===== src/rtl/event_counter_pkg.sv =====
// Shared types and helpers for the event counter bank.
package event_counter_pkg;

  typedef enum logic {
    CNT_WRAP = 1'b0,
    CNT_SAT  = 1'b1
  } cnt_mode_e;

  // Select width for a channel index; a single channel still needs one bit.
  function automatic int unsigned ch_w(input int unsigned n);
    return (n > 1) ? unsigned'($clog2(n)) : 1;
  endfunction

endpackage


===== src/rtl/counter_channel.sv =====
// One event counter channel: count, threshold, wrap/saturate mode and sticky overflow.
module counter_channel
  import event_counter_pkg::*;
#(
  parameter int unsigned               COUNTER_BITS = 32,
  parameter logic [COUNTER_BITS-1:0]   THR_RESET    = '1,
  parameter bit                        SAT_RESET    = 1'b0
) (
  input  logic                    clk_i,
  input  logic                    rstn_i,
  input  logic                    inc_i,
  input  logic                    clr_i,
  input  logic                    cfg_we_i,
  input  logic [COUNTER_BITS-1:0] cfg_thr_i,
  input  logic                    cfg_sat_i,
  output logic [COUNTER_BITS-1:0] count_o,
  output logic                    trigger_o,
  output logic                    ovf_o
);

  localparam logic [COUNTER_BITS-1:0] CntMax = '1;

  logic [COUNTER_BITS-1:0] count_q, count_d;
  logic [COUNTER_BITS-1:0] thr_q, thr_d;
  cnt_mode_e               mode_q, mode_d;
  logic                    ovf_q, ovf_d;

  always_comb begin
    count_d = count_q;
    ovf_d   = ovf_q;
    if (clr_i) begin
      count_d = '0;
      ovf_d   = 1'b0;
    end else if (inc_i) begin
      if (count_q == CntMax) begin
        ovf_d   = 1'b1;
        count_d = (mode_q == CNT_SAT) ? CntMax : '0;
      end else begin
        count_d = count_q + COUNTER_BITS'(1);
      end
    end
  end

  // Config only touches threshold and mode, so it composes freely with counting.
  always_comb begin
    thr_d  = thr_q;
    mode_d = mode_q;
    if (cfg_we_i) begin
      thr_d  = cfg_thr_i;
      mode_d = cfg_sat_i ? CNT_SAT : CNT_WRAP;
    end
  end

  always_ff @(posedge clk_i or negedge rstn_i) begin
    if (!rstn_i) begin
      count_q <= '0;
      thr_q   <= THR_RESET;
      mode_q  <= SAT_RESET ? CNT_SAT : CNT_WRAP;
      ovf_q   <= 1'b0;
    end else begin
      count_q <= count_d;
      thr_q   <= thr_d;
      mode_q  <= mode_d;
      ovf_q   <= ovf_d;
    end
  end

  assign count_o   = count_q;
  assign trigger_o = (count_q >= thr_q);
  assign ovf_o     = ovf_q;

endmodule


===== src/rtl/event_counter_bank.sv =====
// Bank of independent event counters with config decode and a registered readback mux.
module event_counter_bank
  import event_counter_pkg::*;
#(
  parameter int unsigned             COUNTER_BITS = 32,
  parameter int unsigned             N_CHANNELS   = 4,
  parameter logic [COUNTER_BITS-1:0] THR_RESET    = '1,
  parameter bit                      SAT_RESET    = 1'b0,
  localparam int unsigned            CH_W         = ch_w(N_CHANNELS)
) (
  input  logic                    clk_i,
  input  logic                    rstn_i,
  input  logic [N_CHANNELS-1:0]   en_i,
  input  logic [N_CHANNELS-1:0]   event_i,
  input  logic [N_CHANNELS-1:0]   clr_i,
  input  logic                    cfg_we_i,
  input  logic [CH_W-1:0]         cfg_sel_i,
  input  logic [COUNTER_BITS-1:0] cfg_thr_i,
  input  logic                    cfg_sat_i,
  input  logic [CH_W-1:0]         rd_sel_i,
  output logic [COUNTER_BITS-1:0] rd_count_o,
  output logic [N_CHANNELS-1:0]   trigger_o,
  output logic [N_CHANNELS-1:0]   ovf_o
);

  logic [N_CHANNELS-1:0][COUNTER_BITS-1:0] counts;
  logic [N_CHANNELS-1:0]                   ch_we;
  logic [COUNTER_BITS-1:0]                 rd_count_q, rd_count_d;

  for (genvar g = 0; g < N_CHANNELS; g++) begin : gen_ch
    // Out-of-range selects match no channel, so such writes are dropped.
    assign ch_we[g] = cfg_we_i && (cfg_sel_i == CH_W'(g));

    counter_channel #(
      .COUNTER_BITS (COUNTER_BITS),
      .THR_RESET    (THR_RESET),
      .SAT_RESET    (SAT_RESET)
    ) u_channel (
      .clk_i     (clk_i),
      .rstn_i    (rstn_i),
      .inc_i     (en_i[g] & event_i[g]),
      .clr_i     (clr_i[g]),
      .cfg_we_i  (ch_we[g]),
      .cfg_thr_i (cfg_thr_i),
      .cfg_sat_i (cfg_sat_i),
      .count_o   (counts[g]),
      .trigger_o (trigger_o[g]),
      .ovf_o     (ovf_o[g])
    );
  end

  always_comb begin
    rd_count_d = '0;
    for (int unsigned i = 0; i < N_CHANNELS; i++) begin
      if (rd_sel_i == CH_W'(i)) rd_count_d = counts[i];
    end
  end

  always_ff @(posedge clk_i or negedge rstn_i) begin
    if (!rstn_i) rd_count_q <= '0;
    else         rd_count_q <= rd_count_d;
  end

  assign rd_count_o = rd_count_q;

endmodule

===== config.mk =====
export PLATFORM = sky130hd
export DESIGN_NAME = event_counter_bank
export DESIGN_NICKNAME = d
export VERILOG_FILES = /design/src/rtl/event_counter_pkg.sv /design/src/rtl/counter_channel.sv /design/src/rtl/event_counter_bank.sv
export SDC_FILE = /design/constraint.sdc
export NUM_CORES = 1
export LEC_CHECK = 0
export CORE_ASPECT_RATIO = 1.5
export CORE_UTILIZATION = 55
export DETAILED_ROUTE_END_ITERATION = 10
export DONT_BUFFER_PORTS = 1
export MAX_ROUTING_LAYER = met4
export PLACE_DENSITY = 0.71
export SLEW_MARGIN = 20
export SYNTH_ARGS = -nofsm -noshare
export SYNTH_HDL_FRONTEND = slang
export SYNTH_HIERARCHICAL = 1
export SYNTH_SLANG_ARGS = --single-unit

===== constraint.sdc =====
create_clock -name clk_i -period 3.6 [get_ports clk_i]
set_input_delay 0.36 -clock clk_i [delete_from_list [all_inputs] [get_ports clk_i]]
set_output_delay 0.36 -clock clk_i [all_outputs]
set_load 0.01 [all_outputs]

After elaboration in Yosys (flattened, before gate mapping)

Cells that the tools add are included.

Register bits: 296
Bits of input ports: 52
Word-level logic and storage cells: 90

Add/subtract/negate cells: 4
$lt $le $gt $ge: 4
Eq/ne operators: 10
Multiplexer cells: 33
Bitwise operators: 4
Reductions and logical operators: 18

Operators with widths:

| operator                                            | number |
|---|---|
| 2-to-1 mux 32 bit                                   | 20 |
| adder 32 x 1 -> 32 bit, second input constant       | 4 |
| equality test 32 bit, second input constant         | 4 |
| greater-or-equal comparator 32 bit                  | 4 |
| nonzero test 2 bit                                  | 8 |
| 2-to-1 mux 1 bit                                    | 13 |
| equality test 2 bit, second input constant          | 4 |
| AND reduction 2 bit                                 | 4 |
| bitwise AND 1 bit                                   | 4 |
| equality test 2 x 1 -> 1 bit, second input constant | 2 |
| logical AND 1 bit                                   | 4 |
| zero test 2 bit                                     | 2 |

Logic depth before layout (Yosys ltp)

Gate-level depths: netlist of the first run.

Word-level depth: 5
Depth in mapped cells: 9
Mapped depth without buffers: 7

Hierarchy

Netlist of the first run, hierarchy kept.

Modules (own cells, without submodules):

| module             | instances | cells each | area an instance (µm²) | sequential area each (µm²) |
|---|---|---|---|---|
| counter_channel    | 4         | 474        | 4,112.7                | 1,691.6 |
| event_counter_bank | 1         | 79         | 1,671.6                | 800.8 |

Worst setup path before layout of the first run

No wires, ideal clock.

Kind: register to register
Start point: register gen_ch[0].u_channel.count_q[1]
End point: register gen_ch[0].u_channel.count_q[23]
Setup time: 0.128 ns
Arrival time: 2.357 ns
Setup slack: 1.115 ns
Cell stages (with the launch flop): 10
Clock period less this slack: 2.485 ns
Path through: dfrtp_1 ha_1 nand3_2 or4_4 buf_6 or4_4 buf_6 buf_6 a21oi_1 o31ai_1

Cells in the longest elaborated chain, start to end: 4

Ends and longest elaborated chain:

| element                                                               | RTL line                                     | RTL |
|---|---|---|
| start, declared                                                       | counter_channel.sv:23                        | `logic [COUNTER_BITS-1:0] count_q, count_d;` |
| start signal, assigned                                                | counter_channel.sv:61                        | `count_q <= count_d;` |
| adder 32 x 1 -> 32 bit / equality test 32 bit (equally long branches) | counter_channel.sv:39, counter_channel.sv:35 |  |
| 2-to-1 mux 32 bit (*)                                                 | counter_channel.sv:35                        | `if (count_q == CntMax) begin` |
| 2-to-1 mux 32 bit (*)                                                 | counter_channel.sv:34                        | `end else if (inc_i) begin` |
| 2-to-1 mux 32 bit (*)                                                 | counter_channel.sv:31                        | `if (clr_i) begin` |

Mark *: on every way between the ends. The rest lies on a longest branch, timed or not. The select of a mux whose other input is x is not followed.
A chain may end at the register's enable or synchronous reset.

Final worst setup path of the first run

Start point: register gen_ch[1].u_channel.count_q[0]
End point: output trigger_o[1]

Cells in the longest elaborated chain, start to end: 1

Ends and longest elaborated chain:

| element                            | RTL line                 | RTL |
|---|---|---|
| start, declared                    | counter_channel.sv:23    |  |
| start signal, assigned             | counter_channel.sv:61    |  |
| greater-or-equal comparator 32 bit | counter_channel.sv:69    | `assign trigger_o = (count_q >= thr_q);` |
| end, declared                      | event_counter_bank.sv:22 | `output logic [N_CHANNELS-1:0] trigger_o,` |

No other way between the ends.

==> metrics, run 1 <==
CTS Buf Count=31; post-synthesis simple-gate area fraction=0.208; GR Util met2=0.595; clk_lat worst skew=0.58 ns; vias per cell=6.63; synth warn=6; worst hold path class=in2async; period utilization=0.917; Fin Clk Skew=0.0102 ns; share of cells above drive strength 1=0.148; Max IR drop VDD=0.332 mV; initial drt markers=1628; routed wire length=58.3 mm; pin count of the biggest net entering global routing=297; first-pass GRT wire length=90.2 mm; post-synthesis mux area share=0.0493; Synth Area in Compound Gates=0.172; largest family of logic cells by synthesized area=simple AND/OR/NAND/NOR gates; final setup TNS=0 ns; met3 Resource Use GR=0.0428; Arr. time, crit path=2.94 ns; Crit Path Max Fanout=6; fmax=303 MHz; DIE WIDTH=150 µm; Filler Cell Count=2737; synthesized cell area=18100 µm²; flop2flop setup slack=0.70 ns; Setup crit start=gen_ch[1].u_channel/count_o[0]$_DFFE_PN0P_; drt pass-1 iters=6; # rows=81; final slew viol count=0; status=complete, but fails checks; Data required, critical path=3.24 ns; H-tree depth=1; Layout Cells excl Fill=2425; GR peak layer=met2; initial core utilization=0.557; Startpoint Class=register; vias=16100; Die ar.=33700 µm²; Core Region=32500 µm²; count of cell types in the netlist=56; CP max stage delay=0.53 ns; ys flop type=dfrtp_1; WL per Instance=24.0 µm; worst slew pin tran=1.04 ns; MaxCap Viol Count=0; RePlAce Congestion=0.981; worst reg2reg path depth=6; failing checks=hold timing; CP cell instances=inv_1 > ha_1 > nand2b_1 > a2111oi_0 > o31ai_1 > a21oi_1 > o31ai_1; P_leak=8.60 nW; P&R area growth vs syn=9.40%; worst reg2reg path startpoint=gen_ch[1].u_channel/count_o[1]$_DFFE_PN0P_; most common cell after layout, fill and taps aside=nand2_1; height of the die=224 µm; final worst path period need=3.30 ns; Detail Route Antenna Nets=0; power per cell area=410 nW/µm²; cell family with most CP delay=compound AO/OA/AOI/OAI gates; CP Capture Type=output port; Cells after DPL=2324; register area share after synthesis=0.418; XOR/XNOR share of the synthesized area=0; EDFF count, synth=0; Synth Area in Adders=0.0911; FF-to-FF End=gen_ch[1].u_channel/count_o[27]$_DFFE_PN0P_; relative slew slack=0.304; syn_area_per_cell=9.18 µm²; number of synthesized register bits=296; Synth async-reset ratio=1.00; Root Driver=clkbuf_16; grt ovf=0; Clock Sink Count=296; Final Hold Vio Count=296; cell with the largest stage delay on the worst path=a21oi_1; Ports=92; clock buffer depth=3; final net count=2165; met1 GRT Util=0.434; Final HPWL DP=40.8 mm; vias in the first global route=15500; tightest hold margin=-0.494 ns; initial antenna violation count=3; RSZ-0062 raised after global routing=false; most used cell, CP=o31ai_1; most frequent cells in the layout=256 x nand2_1, 208 x o21ai_0, 168 x dfrtp_1, 156 x inv_1, 132 x ha_1; Gate Count Post-Synth=1975; Post-route DRC=0; Final setup viols=0; crit path buf inv count=1; GRT Util Overall=0.364; CTS tree=built; syn_nets=2159; clk slew on worst S/H paths=0.07 ns; Hold Buf Count CTS=39; Crit Path Class=reg2out; port buffer count=0
## worst max path at each step
stage | cells after the start | end | slack (ns)
2_1_floorplan | 9 | gen_ch[0].u_channel/count_o[23]$_DFFE_PN0P_ | 1.11
3_3_place_gp | 6 | gen_ch[1].u_channel/count_o[27]$_DFFE_PN0P_ | 0.82
3_5_place_dp | 6 | gen_ch[1].u_channel/count_o[25]$_DFFE_PN0P_ | 0.78
4_1_cts | 7 | trigger_o[3] | 0.35
5_1_grt | 7 | trigger_o[0] | 0.19
6_report | 7 | trigger_o[1] | 0.30
## synth_stat cells (11+ instances only)
cell type / number / area [µm²]
nor2_1: 92 / 345
mux2i_1: 12 / 120
dfstp_2: 128 / 3360
inv_1: 156 / 586
nand3_1: 80 / 400
clkbuf_1: 64 / 240
o21a_1: 16 / 120
nor3b_1: 13 / 97.6
a211oi_1: 40 / 300
dfrtp_1: 168 / 4200
nand4_1: 44 / 275
nor4_1: 44 / 275
a221oi_1: 16 / 140
and4_1: 28 / 245
o21ai_0: 208 / 1040
nand2_1: 256 / 961
buf_2: 11 / 55.1
mux4_2: 30 / 676
o21ai_1: 28 / 140
o31ai_1: 12 / 90.1
buf_6: 13 / 146
and3_1: 33 / 206
a21oi_1: 84 / 420
ha_1: 132 / 1650
nor2b_1: 12 / 75.1
nor3_1: 72 / 360
a21o_1: 36 / 270
a31oi_1: 16 / 100
## kinds of logic after synthesis
| logic type | Yosys count |
|---|---|
| mux | 48 |
| flops | 296 |
| compound gates | 512 |
| simple gates | 732 |
| fa+ha+maj | 132 |
| buf+inv | 255 |
## sequential cells by signal (all words and copies together) (netlist names)
signal                    flops
gen_ch.u_channel/mode_q       4
gen_ch.u_channel/count_o    128
gen_ch.u_channel/thr_q      128
gen_ch.u_channel/ovf_o        4
rd_count_o                   32
## through the flow
stage               area (µm²)   util  worst slack [ns]  total power, mW
finish                   19800  0.609             0.297             8.14
global placement         18400  0.564             0.818             4.62
global route             19800  0.609             0.195             8.44
detailed placement       18400  0.564             0.780             4.68
CTS                      19800  0.609             0.347             8.16
floorplan                18100      -              1.11             4.49
## power by group
part           leakage [nW]  switching (mW)  total [mW]  internal [mW]
combinational          4.39           0.565       0.885          0.320
clock                 0.533            1.40        3.40           2.00
sequential             3.68          0.0951        3.85           3.76
## final cells by class
class                           instances  area [µm²]  area share
Timing Repair Buffer                   68         608      0.0307
Sequential cell                       296        7570       0.382
Antenna cell                            5        12.5    0.000631
Inverter                              160         601      0.0303
Clock inverter                         11         136     0.00688
Clock buffer                           46         935      0.0471
Multi-Input combinational cell       1424        9450       0.476
Tap cell                              415         519      0.0262
## repair_timing
action | CTS | global route
endpoints found under the hold margin | 527 | 296
resized for setup | 0 | 0
buffers inserted | 0 | 0
## metal layers
layer	wire (µm)	vias to the layer above	part of all wire
li1	-	7217	-
met5	0	-	0
met2	28600	744	0.49
met1	22300	7926	0.38
met3	3820	187	0.066
met4	3450	0	0.059
Note: power is estimated with default switching activity, not from simulation.
==> run 2, diff against run 1 <==
--- a/config.mk
+++ b/config.mk
@@ -5,13 +5,12 @@
 export SDC_FILE = /design/constraint.sdc
 export NUM_CORES = 1
 export LEC_CHECK = 0
+export BUFFER_PORTS_ARGS = -buffer_cell sky130_fd_sc_hd__buf_4
 export CORE_ASPECT_RATIO = 1.5
 export CORE_UTILIZATION = 55
 export DETAILED_ROUTE_END_ITERATION = 10
-export DONT_BUFFER_PORTS = 1
 export MAX_ROUTING_LAYER = met4
-export PLACE_DENSITY = 0.71
-export SLEW_MARGIN = 20
+export PLACE_DENSITY = 0.74
 export SYNTH_ARGS = -nofsm -noshare
 export SYNTH_HDL_FRONTEND = slang
 export SYNTH_HIERARCHICAL = 1
==> run 2 against run 1 <==
Effect of this change: the flow now finishes without violations; sequential share of layout area decreased by 0.69 points; power increased by 0.53%; hold slack improved by 0.53 ns; utilization increased by 1.1 points; first-iteration DRC count decreased by 4.1%; final area increased by 1.8%; critical endpoint is now trigger_o[2].
==> metrics, run 2 (synthesized netlist as in run 1, its figures left out) <==
final setup TNS=0 ns (unchanged); Post-CTS Setup Repair Bufs=0 (unchanged); MaxCap Viol Count=0 (unchanged); FF-to-FF End=gen_ch[3].u_channel/count_o[27]$_DFFE_PN0P_; crit path buf inv count=2 (+1); initial antenna violation count=1 (-2); port buffer count=91 (+91); DIE WIDTH=150 µm (unchanged); fmax=291 MHz (-3.9%); routed wire length=57.8 mm (-0.71%); final slew viol count=0 (unchanged); period utilization=0.955 (+0.0375); flop2flop setup slack=0.77 ns (+0.07 ns); # rows=81 (unchanged); Die ar.=33700 µm² (unchanged); CTS tree=built; share of cells above drive strength 1=0.191 (+0.0426); most frequent cells in the layout=256 x nand2_1, 208 x o21ai_0, 168 x dfrtp_1, 156 x inv_1, 132 x ha_1; Startpoint Class=register; worst reg2reg path startpoint=gen_ch[3].u_channel/count_o[1]$_DFFE_PN0P_; power per cell area=405 nW/µm² (-1.3%); vias=16200 (+0.97%); pin count of the biggest net entering global routing=96 (-68%); Hold Crit Depth=3; Worst Hold Path EP=gen_ch[3].u_channel/thr_q[24]$_DFFE_PN1P_; initial core utilization=0.557 (unchanged); worst hold path class=in2reg; WL per Instance=23.3 µm (-3.0%); Arr. time, crit path=3.08 ns (+0.14 ns); P&R area growth vs syn=11.4%; Data required, critical path=3.24 ns (about the same); Final HPWL DP=42.1 mm (+3.0%); cell family with most CP delay=compound AO/OA/AOI/OAI gates; Met3 Wirelength=4.08 mm (+6.7%); Hold Path Origin=cfg_thr_i[24]; CP max stage delay=0.50 ns (-0.03 ns); Max IR drop VDD=0.382 mV (+15%); status=completed; worst reg2reg path depth=6 (unchanged); most used cell, CP=o31ai_1; CP Capture Type=output port; met2 WL=28.3 mm (-1.2%); Crit Path Max Fanout=6 (unchanged); Detail Route Antenna Nets=0 (unchanged); vias per cell=6.54 (-1.3%); Clock Sink Count=296 (unchanged); Root Driver=clkbuf_16; clk slew on worst S/H paths=0.06 ns (about the same); RSZ-0062 raised after global routing=false; Final Hold Vio Count=0 (-100%); grt ovf=0 (unchanged); P_leak=8.93 nW (+3.8%); first-pass GRT wire length=89.3 mm (-0.93%); clock buffer depth=3 (unchanged); CTS Buf Count=31 (unchanged); relative slew slack=0.239 (-0.0646); H-tree depth=1 (unchanged); Final setup viols=0 (unchanged); clk_lat worst skew=0.59 ns (about the same); final worst path period need=3.44 ns (+0.135 ns); Crit Path Class=reg2out; Pwr Total=8.18 mW (+0.53%); max layer used=met4; initial drt markers=1561 (-4.1%); Filler Cell Count=2732 (-0.18%); final net count=2225 (+2.8%); drt pass-1 iters=6 (unchanged); RePlAce Congestion=0.958 (-2.4%); height of the die=224 µm (unchanged); worst slew pin tran=1.14 ns (+0.100 ns); Ports=92 (unchanged); Post-route DRC=0 (unchanged); vias in the first global route=15800 (+1.8%); WL met1=22.3 mm (-0.33%); cell with the largest stage delay on the worst path=dfrtp_1; Fin Clk Skew=0.0226 ns (+0.0124 ns); CP cell instances=inv_1 > ha_1 > nand2b_1 > a2111oi_2 > o31ai_1 > a21oi_2 > o31ai_1 > buf_4; Core Region=32500 µm² (unchanged); most common cell after layout, fill and taps aside=nand2_1; GRT Util Overall=0.359 (-0.00486)
## run 2: what timing repair did
action / in CTS / in global routing
endpoints found under the hold margin: 60 / 0
hold buffers: 1 / 0
endpoints found under the setup margin: 1 / 1
resized for setup: 2 / 1
## run 2: how the worst max path moves through the flow
stage                                               startpoint                                     endpoint  cells after the start
floorplan           gen_ch[0].u_channel/count_o[1]$_DFFE_PN0P_  gen_ch[0].u_channel/count_o[23]$_DFFE_PN0P_                      9
finish              gen_ch[2].u_channel/count_o[0]$_DFFE_PN0P_                                 trigger_o[2]                      8
detailed placement  gen_ch[2].u_channel/count_o[0]$_DFFE_PN0P_                                 trigger_o[2]                      8
global route        gen_ch[2].u_channel/count_o[0]$_DFFE_PN0P_                                 trigger_o[2]                      8
global placement    gen_ch[2].u_channel/count_o[0]$_DFFE_PN0P_                                 trigger_o[2]                      8
CTS                 gen_ch[2].u_channel/count_o[0]$_DFFE_PN0P_                                 trigger_o[2]                      8
## run 2: cell type report
type,count,area (µm²),area share
multi-input combinational,1424,9460,0.468
sequential,296,7570,0.375
timing repair buffer,128,996,0.0493
clock buffer,51,952,0.0472
inverter,160,601,0.0297
tap,415,519,0.0257
clock inverter,7,93.8,0.00465
antenna,1,2.50,0.000124
## run 2: where the power goes
part	total (mW)	internal [mW]	leakage, nW	switching [mW]
sequential	3.85	3.76	3.68	0.0933
clock	3.34	1.94	0.506	1.40
combinational	0.995	0.340	4.74	0.655
total	8.18	6.04	8.93	2.14
## run 2: tightest hold or removal path: cells and delay by family
| family | cells | cell delay [ns] |
|---|---|---|
| buffers and inverters | 1 | 0.12 |
| and+or+nand+nor | 1 | 0.05 |
| AOI/OAI and AO/OA | 1 | 0.06 |
## run 2: layer usage
metal  global-route usage  up-vias
met1                0.436     7917
met5                    -        -
met4                0.189        0
li1                     -     7323
met2                0.583      785
met3               0.0446      205
## run 2: stage by stage
| step | utilization | setup WS, ns | instances | area, µm² | hold slack (ns) |
|---|---|---|---|---|---|
| detailed placement | 0.588 | 0.323 | 2422 | 19100 | 0.465 |
| CTS | 0.620 | 0.0230 | 2481 | 20200 | 0.0156 |
| global placement | 0.588 | 0.364 | 2422 | 19100 | 0.471 |
| global route | 0.620 | 0.145 | 2481 | 20200 | 0.0349 |
| floorplan | - | 1.11 | 1975 | 18100 | 0.0644 |
| finish | 0.621 | 0.162 | 2482 | 20200 | 0.0329 |
